[src/rtl/rom4_pkg.sv]
// -----------------------------------------------------------------------------
// rom4_pkg
// Shared widths and the reader state encoding for the 16x8 rom4 lookup ROM
// and its sequential reader.
// -----------------------------------------------------------------------------
package rom4_pkg;

  localparam int ROM4_ADDR_W  = 4;
  localparam int ROM4_DATA_W  = 8;
  localparam int ROM4_DWELL_W = 8;

  typedef enum logic [2:0] {
    ST_IDLE    = 3'd0,
    ST_FETCH   = 3'd1,
    ST_PRESENT = 3'd2,
    ST_DWELL   = 3'd3,
    ST_DONE    = 3'd4
  } rom4_rd_state_t;

endpackage

[src/rtl/rom4_dwell_timer.sv]
// -----------------------------------------------------------------------------
// rom4_dwell_timer
// 8-bit down-counter used to time the idle gap after each accepted word.
//
// Ports:
//   sysclk     in   system clock, rising edge
//   reset      in   synchronous, active-high reset (count clears to 0)
//   load       in   load load_value into the counter
//   load_value in   8-bit reload value
//   dec        in   decrement by one (saturates at zero)
//   expire     out  high while the count is 1, i.e. the last dwell cycle
// -----------------------------------------------------------------------------
module rom4_dwell_timer
  import rom4_pkg::*;
(
  input  logic                    sysclk,
  input  logic                    reset,
  input  logic                    load,
  input  logic [ROM4_DWELL_W-1:0] load_value,
  input  logic                    dec,
  output logic                    expire
);

  logic [ROM4_DWELL_W-1:0] count;

  // NOTE: registered state uses non-blocking assignments so every flop
  // samples the values from before the edge, independent of block ordering.
  always_ff @(posedge sysclk) begin
    if (reset) begin
      count <= '0;
    end else if (load) begin
      count <= load_value;
    end else if (dec && (count != '0)) begin
      count <= count - 1'b1;
    end
  end

  // Expiring at 1 rather than 0 makes a load of N yield exactly N dwell cycles.
  assign expire = (count == ROM4_DWELL_W'(1));

endmodule

[src/rtl/rom4_reader.sv]
// -----------------------------------------------------------------------------
// rom4_reader
// Walks the rom4 address range START_ADDR..END_ADDR (inclusive, modulo 16),
// captures each word and offers it downstream on a valid/ready handshake,
// with DWELL idle cycles after every accepted word except the last.
//
// Parameters:
//   START_ADDR  first address read
//   END_ADDR    last address read (inclusive)
//   DWELL       idle cycles after each accepted word, 0..255
//
// Ports:
//   sysclk     in   system clock, rising edge
//   reset      in   synchronous, active-high reset
//   start      in   begin a scan (sampled only in IDLE)
//   addr       out  registered address to rom4
//   rom_data   in   rom4 data, combinational in addr
//   out_data   out  captured ROM word
//   out_valid  out  out_data is valid
//   out_ready  in   consumer accepts the word
//   busy       out  high in every state except IDLE
//   done       out  one-cycle pulse after the final word is accepted
//   checksum   out  modulo-256 sum of transferred words
//                   (only when ROM4_READER_CHECKSUM_EN is defined)
// -----------------------------------------------------------------------------
module rom4_reader
  import rom4_pkg::*;
#(
  parameter logic [ROM4_ADDR_W-1:0] START_ADDR = 4'h0,
  parameter logic [ROM4_ADDR_W-1:0] END_ADDR   = 4'hF,
  parameter int unsigned            DWELL      = 0
) (
  input  logic                   sysclk,
  input  logic                   reset,
  input  logic                   start,
  output logic [ROM4_ADDR_W-1:0] addr,
  input  logic [ROM4_DATA_W-1:0] rom_data,
  output logic [ROM4_DATA_W-1:0] out_data,
  output logic                   out_valid,
  input  logic                   out_ready,
  output logic                   busy,
  output logic                   done
`ifdef ROM4_READER_CHECKSUM_EN
  ,
  output logic [ROM4_DATA_W-1:0] checksum
`endif
);

  localparam logic [ROM4_DWELL_W-1:0] DWELL_LOAD = ROM4_DWELL_W'(DWELL);

  rom4_rd_state_t state, state_next;
  logic           xfer;
  logic           accept_start;
  logic           addr_step;
  logic           timer_load;
  logic           timer_expire;

  assign xfer         = out_valid && out_ready;
  assign accept_start = (state == ST_IDLE) && start;

  // NOTE: every signal written here gets a default first, so no path through
  // the case statement leaves one unassigned and no latch is inferred.
  always_comb begin
    state_next = state;
    addr_step  = 1'b0;
    timer_load = 1'b0;
    case (state)
      ST_IDLE: begin
        if (start) state_next = ST_FETCH;
      end
      ST_FETCH: begin
        state_next = ST_PRESENT;
      end
      ST_PRESENT: begin
        if (xfer) begin
          if (addr == END_ADDR) begin
            state_next = ST_DONE;
          end else if (DWELL_LOAD != '0) begin
            state_next = ST_DWELL;
            timer_load = 1'b1;
          end else begin
            state_next = ST_FETCH;
            addr_step  = 1'b1;
          end
        end
      end
      ST_DWELL: begin
        if (timer_expire) begin
          state_next = ST_FETCH;
          addr_step  = 1'b1;
        end
      end
      ST_DONE: begin
        state_next = ST_IDLE;
      end
      default: begin
        state_next = ST_IDLE;
      end
    endcase
  end

  always_ff @(posedge sysclk) begin
    if (reset) begin
      state     <= ST_IDLE;
      addr      <= START_ADDR;
      out_data  <= '0;
      out_valid <= 1'b0;
      busy      <= 1'b0;
      done      <= 1'b0;
    end else begin
      state <= state_next;
      // busy/done decode the next state so they line up with the state register.
      busy  <= (state_next != ST_IDLE);
      done  <= (state_next == ST_DONE);

      // Address wraps naturally through 4'hF -> 4'h0.
      if (accept_start) begin
        addr <= START_ADDR;
      end else if (addr_step) begin
        addr <= addr + 1'b1;
      end

      if (state == ST_FETCH) begin
        out_data  <= rom_data;
        out_valid <= 1'b1;
      end else if (xfer) begin
        out_valid <= 1'b0;
      end
    end
  end

`ifdef ROM4_READER_CHECKSUM_EN
  always_ff @(posedge sysclk) begin
    if (reset || accept_start) begin
      checksum <= '0;
    end else if (xfer) begin
      checksum <= checksum + out_data;
    end
  end
`endif

  rom4_dwell_timer u_dwell_timer (
    .sysclk     (sysclk),
    .reset      (reset),
    .load       (timer_load),
    .load_value (DWELL_LOAD),
    .dec        (state == ST_DWELL),
    .expire     (timer_expire)
  );

endmodule

[config.mk]
export PLATFORM = sky130hd
export DESIGN_NAME = rom4_reader
export DESIGN_NICKNAME = d
export VERILOG_FILES = /design/src/rtl/rom4_pkg.sv /design/src/rtl/rom4_dwell_timer.sv /design/src/rtl/rom4_reader.sv
export SDC_FILE = /design/constraint.sdc
export NUM_CORES = 1
export LEC_CHECK = 0
export BUFFER_PORTS_ARGS = -buffer_cell sky130_fd_sc_hd__buf_4
export CAP_MARGIN = 20
export CORE_MARGIN = 5
export CORE_UTILIZATION = 32
export DETAILED_ROUTE_END_ITERATION = 8
export PLACE_DENSITY_LB_ADDON = 0.08
export SETUP_SLACK_MARGIN = 0.1
export SLEW_MARGIN = 30
export SYNTH_ARGS = -nofsm -noshare
export SYNTH_HDL_FRONTEND = slang
export SYNTH_SLANG_ARGS = --single-unit
[constraint.sdc]
create_clock -name sysclk -period 4.1 [get_ports sysclk]
set_input_delay 0.41 -clock sysclk [delete_from_list [all_inputs] [get_ports sysclk]]
set_output_delay 0.41 -clock sysclk [all_outputs]
set_load 0.01 [all_outputs]
==> impl_results.rst <==
.. list-table::
   :header-rows: 1

   * - Metric
     - Value
   * - Final global-route overflow total
     - 0
   * - Worst setup startpoint
     - addr[0]
   * - Die H
     - 71.8 µm
   * - Sequential share of power
     - 0.579
   * - Combinational group share of total power
     - 0.109
   * - Path depth of the worst reg2reg path
     - 5
   * - Number of distinct library cell variants in the gate-level netlist after synthesis
     - 42
   * - Share of synthesized cell area in and, or, nand and nor gates
     - 0.276
   * - Pre-CTS worst setup slack
     - 2.43 ns
   * - Total clock buffers created by CTS
     - 3
   * - Worst VDD drop
     - 177 µV
   * - Core Region
     - 3690 µm²
   * - Synth warnings
     - 0
   * - Required time of the worst setup path
     - 4.27 ns
   * - Wire length of the first global-routing pass
     - 4.31 mm
   * - Beginning of the worst register-to-register path
     - addr[0]
   * - Global placer's final weighted congestion
     - 0.757
   * - Final wirelength
     - 2.48 mm
   * - Share of the synthesized netlist area taken by xor and xnor gates
     - 0.0286
   * - Clock-pin transition on the worst setup and hold timing paths
     - 0.09 ns
   * - Maximum number of pins on one net before global-route repair
     - 25
   * - Post-DP HPWL
     - 1.85 mm
   * - Syn nets
     - 141
   * - Number of sinks on the clock net
     - 26
   * - Worst setup slack after layout
     - 2.46 ns
   * - Count of pins over their slew limit
     - 0
   * - Initial standard-cell utilization of the core
     - 0.332
   * - Finished Core Util
     - 0.407
   * - Synthesized instance count
     - 126
   * - Share of post-route cells with drive strength above 1
     - 0.278
   * - Post-route cell area
     - 1500 µm²
   * - Crit-path max FO
     - 5
   * - Number of cells upsized or downsized after cts
     - 0
   * - DIE AREA
     - 5160 µm²
   * - Complex-gate fraction of the synthesized area
     - 0.109
   * - Leakage power of the design
     - 0.629 nW
   * - Count of endpoints failing hold in the final timing report
     - 0
   * - DRC
     - 0
   * - Final Hold Slack
     - 0.357 ns
   * - Type of the setup path with the least slack
     - register to register
   * - Gr usage total
     - 0.104
   * - Setup repair after global routing missed its margin
     - false
   * - Maxcap violations
     - 0
   * - Total of flip-flops plus latches after synthesis
     - 26
   * - # rows
     - 22
   * - Final total negative setup slack
     - 0 ns
   * - Synth Cell Area
     - 1220 µm²
   * - Register area share after synthesis
     - 0.425
   * - Number of flops mapped to enable cells by yosys
     - 0
   * - Switch share
     - 0.237
   * - Sink of the worst hold path
     - busy
   * - Violation count after the first detailed-route iteration
     - 38
   * - Max_slew headroom
     - 0.680
   * - Clk network pwr share
     - 0.312
   * - Number of vias per cell after detailed routing
     - 5.02
   * - Setup bufs post-CTS
     - 0
   * - Leading cell types by total area after synthesis
     - sky130_fd_sc_hd__dfxtp_1, sky130_fd_sc_hd__mux2i_1, sky130_fd_sc_hd__nor2_1
   * - Buffers on Ports
     - 26
   * - Net Switching
     - 0.000110 W
   * - Least-Margin Pin Slew
     - 0.478 ns
   * - Antenna fix cells
     - 0
   * - Max Clock Freq
     - 609 MHz
   * - Post-CTS Hold Fix Bufs
     - 0
   * - Worst reg-to-reg setup slack
     - 2.46 ns
   * - Root buffer selected by CTS
     - sky130_fd_sc_hd__clkbuf_8
   * - Fraction of synthesis flops using an asynchronous set or reset pin
     - 0
   * - Adder and majority gate portion of the synthesized area
     - 0.0307
   * - Residual antenna-violating net count after detailed routing
     - 0
   * - I/O pin total
     - 27
   * - Antenna violations before repair
     - 0
   * - Crit path time final
     - 1.64 ns
   * - CP Capture Type
     - register
   * - Number of setup violations in the final report
     - 0
   * - Most common flop cell mapped by yosys
     - sky130_fd_sc_hd__dfxtp_1
   * - R2R Path End
     - addr[0]
   * - Main combinational cell family by area after synthesis
     - simple AND/OR/NAND/NOR gates
   * - CP Launch Type
     - register
   * - Hold depth
     - 2
   * - Placement Cell Area
     - 1460 µm²
   * - Clock network latency to the later pin of the worst-skew pair
     - 0.26 ns
   * - Die outline width
     - 71.8 µm
   * - Vias in the first global route
     - 962
   * - Multiplexer fraction of the synthesized cell area
     - 0.0982
   * - Fraction of post-synthesis cell area in the top cell type by area
     - 0.425
   * - Maximum buffer depth of the clock tree
     - 2
   * - Period utilization
     - 0.400
   * - Cell taking the most area after synthesis
     - sky130_fd_sc_hd__dfxtp_1
   * - Ratio of total power to cell area
     - 309 nW/µm²
   * - Max Clock Skew
     - 0.00149 ns
   * - H-tree lvl count
     - 1
   * - Overall via count from detail_route
     - 998
   * - Detailed-route wire length per cell
     - 12.5 µm
   * - Startpoint of the tightest hold check path
     - start
   * - Net total in the final layout
     - 168
   * - Outcome
     - finished clean
   * - CP arrival
     - 1.81 ns
   * - Average cell area after synthesis
     - 9.71 µm²
   * - Class of the tightest hold or removal check
     - input port to register
   * - Layout overhead on the synthesized area
     - 22.6%
   * - Clock tree from TritonCTS
     - yes
   * - Drt pass-1 iters
     - 4
   * - Internal power summed over all cells
     - 0.000354 W
-- sequential cells by signal (all words and copies together) (netlist names) --
register and cells:
out_valid 1, u_dwell_timer.count 8, state 3, addr 4, out_data 8, done 1, busy 1
-- metal layers --
layer / vias up / share of wire / global-route usage
li1: 498 / - / -
met1: 467 / 0.47 / 0.132
met2: 31 / 0.46 / 0.166
met3: 2 / 0.061 / 0.0309
met4: 0 / 0.0069 / 0.0376
met5: - / 0 / 0
-- cell families after synthesis --
kind of cell	Yosys count
adder cells (fa/ha/maj)	3
buffers and inverters	8
multiplexers	12
AO/OA/AOI/OAI	17
XOR/XNOR	4
AND/OR/NAND/NOR	56
flip-flops	26
-- metrics by stage --
stage / instances / power, W
floorplan: 126 / 0.000304
global placement: 196 / 0.000325
detailed placement: 196 / 0.000325
CTS: 199 / 0.000469
global route: 199 / 0.000487
finish: 199 / 0.000464
-- final cells by class --
class	instances	area [µm²]
well taps	48	60.1
multi-input cells	92	664
flip-flops and latches	26	520
inverters	3	11.3
fillers	379	2190
clock buffers	3	41.3
repair buffers	27	203
-- power groups by stage --
stage | clock (W) | combinational [W] | sequential, W
2_1_floorplan | 0 | 0.0000316 | 0.000272
5_1_grt | 0.000161 | 0.0000564 | 0.000270
6_report | 0.000145 | 0.0000506 | 0.000268
3_5_place_dp | 0 | 0.0000514 | 0.000274
4_1_cts | 0.000149 | 0.0000516 | 0.000268
3_3_place_gp | 0 | 0.0000511 | 0.000274
-- critical path, cell delays in order, from the launching register on --
cell	delay [ns]
sky130_fd_sc_hd__dfxtp_1	0.40
sky130_fd_sc_hd__ha_1	0.20
sky130_fd_sc_hd__nand3_1	0.16
sky130_fd_sc_hd__and4b_1	0.28
sky130_fd_sc_hd__or3_1	0.35
sky130_fd_sc_hd__and3_1	0.16
-- cell usage after synthesis, drive strengths merged (2+ instances only) --
| cell | count |
|---|---|
| nor3 | 4 |
| a211oi | 2 |
| inv | 3 |
| clkbuf | 2 |
| buf | 3 |
| nor2 | 23 |
| a21oi | 4 |
| o21ai | 2 |
| nand3 | 2 |
| nor4 | 2 |
| a2111oi | 2 |
| nand2 | 7 |
| ha | 3 |
| xnor2 | 4 |
| or2 | 2 |
| nor4b | 2 |
| mux2i | 12 |
| a31oi | 2 |
| nand3b | 2 |
| dfxtp | 26 |
| nor3b | 2 |
| or3 | 4 |
-- how the worst max path moves through the flow --
stage / end / slack (ns) / cells past startpoint
finish: addr[0] / 2.46 / 5
global route: u_dwell_timer.count[4] / 2.22 / 6
CTS: u_dwell_timer.count[4] / 2.43 / 6
detailed placement: u_dwell_timer.count[4] / 2.43 / 6
global placement: u_dwell_timer.count[4] / 2.47 / 6
floorplan: addr[0] / 2.57 / 5
-- placed cells by master (no fill, tap or decap), types with 2 or more instances in the layout --
cell type / netlist / final
sky130_fd_sc_hd__buf_4: 2 / 27
sky130_fd_sc_hd__dfxtp_1: 26 / 26
sky130_fd_sc_hd__nor2_1: 23 / 23
sky130_fd_sc_hd__mux2i_1: 12 / 12
sky130_fd_sc_hd__nand2_1: 7 / 7
sky130_fd_sc_hd__a21oi_1: 4 / 4
sky130_fd_sc_hd__xnor2_1: 4 / 4
sky130_fd_sc_hd__inv_1: 3 / 3
sky130_fd_sc_hd__or3_1: 3 / 3
sky130_fd_sc_hd__ha_1: 3 / 3
sky130_fd_sc_hd__clkbuf_8: 0 / 3
sky130_fd_sc_hd__nor4b_1: 2 / 2
sky130_fd_sc_hd__nand3_1: 2 / 2
sky130_fd_sc_hd__nor3_2: 2 / 2
sky130_fd_sc_hd__nor3_1: 2 / 2
sky130_fd_sc_hd__nor4_2: 2 / 2
sky130_fd_sc_hd__a211oi_1: 2 / 2
Power figures use the tool's default switching activity.
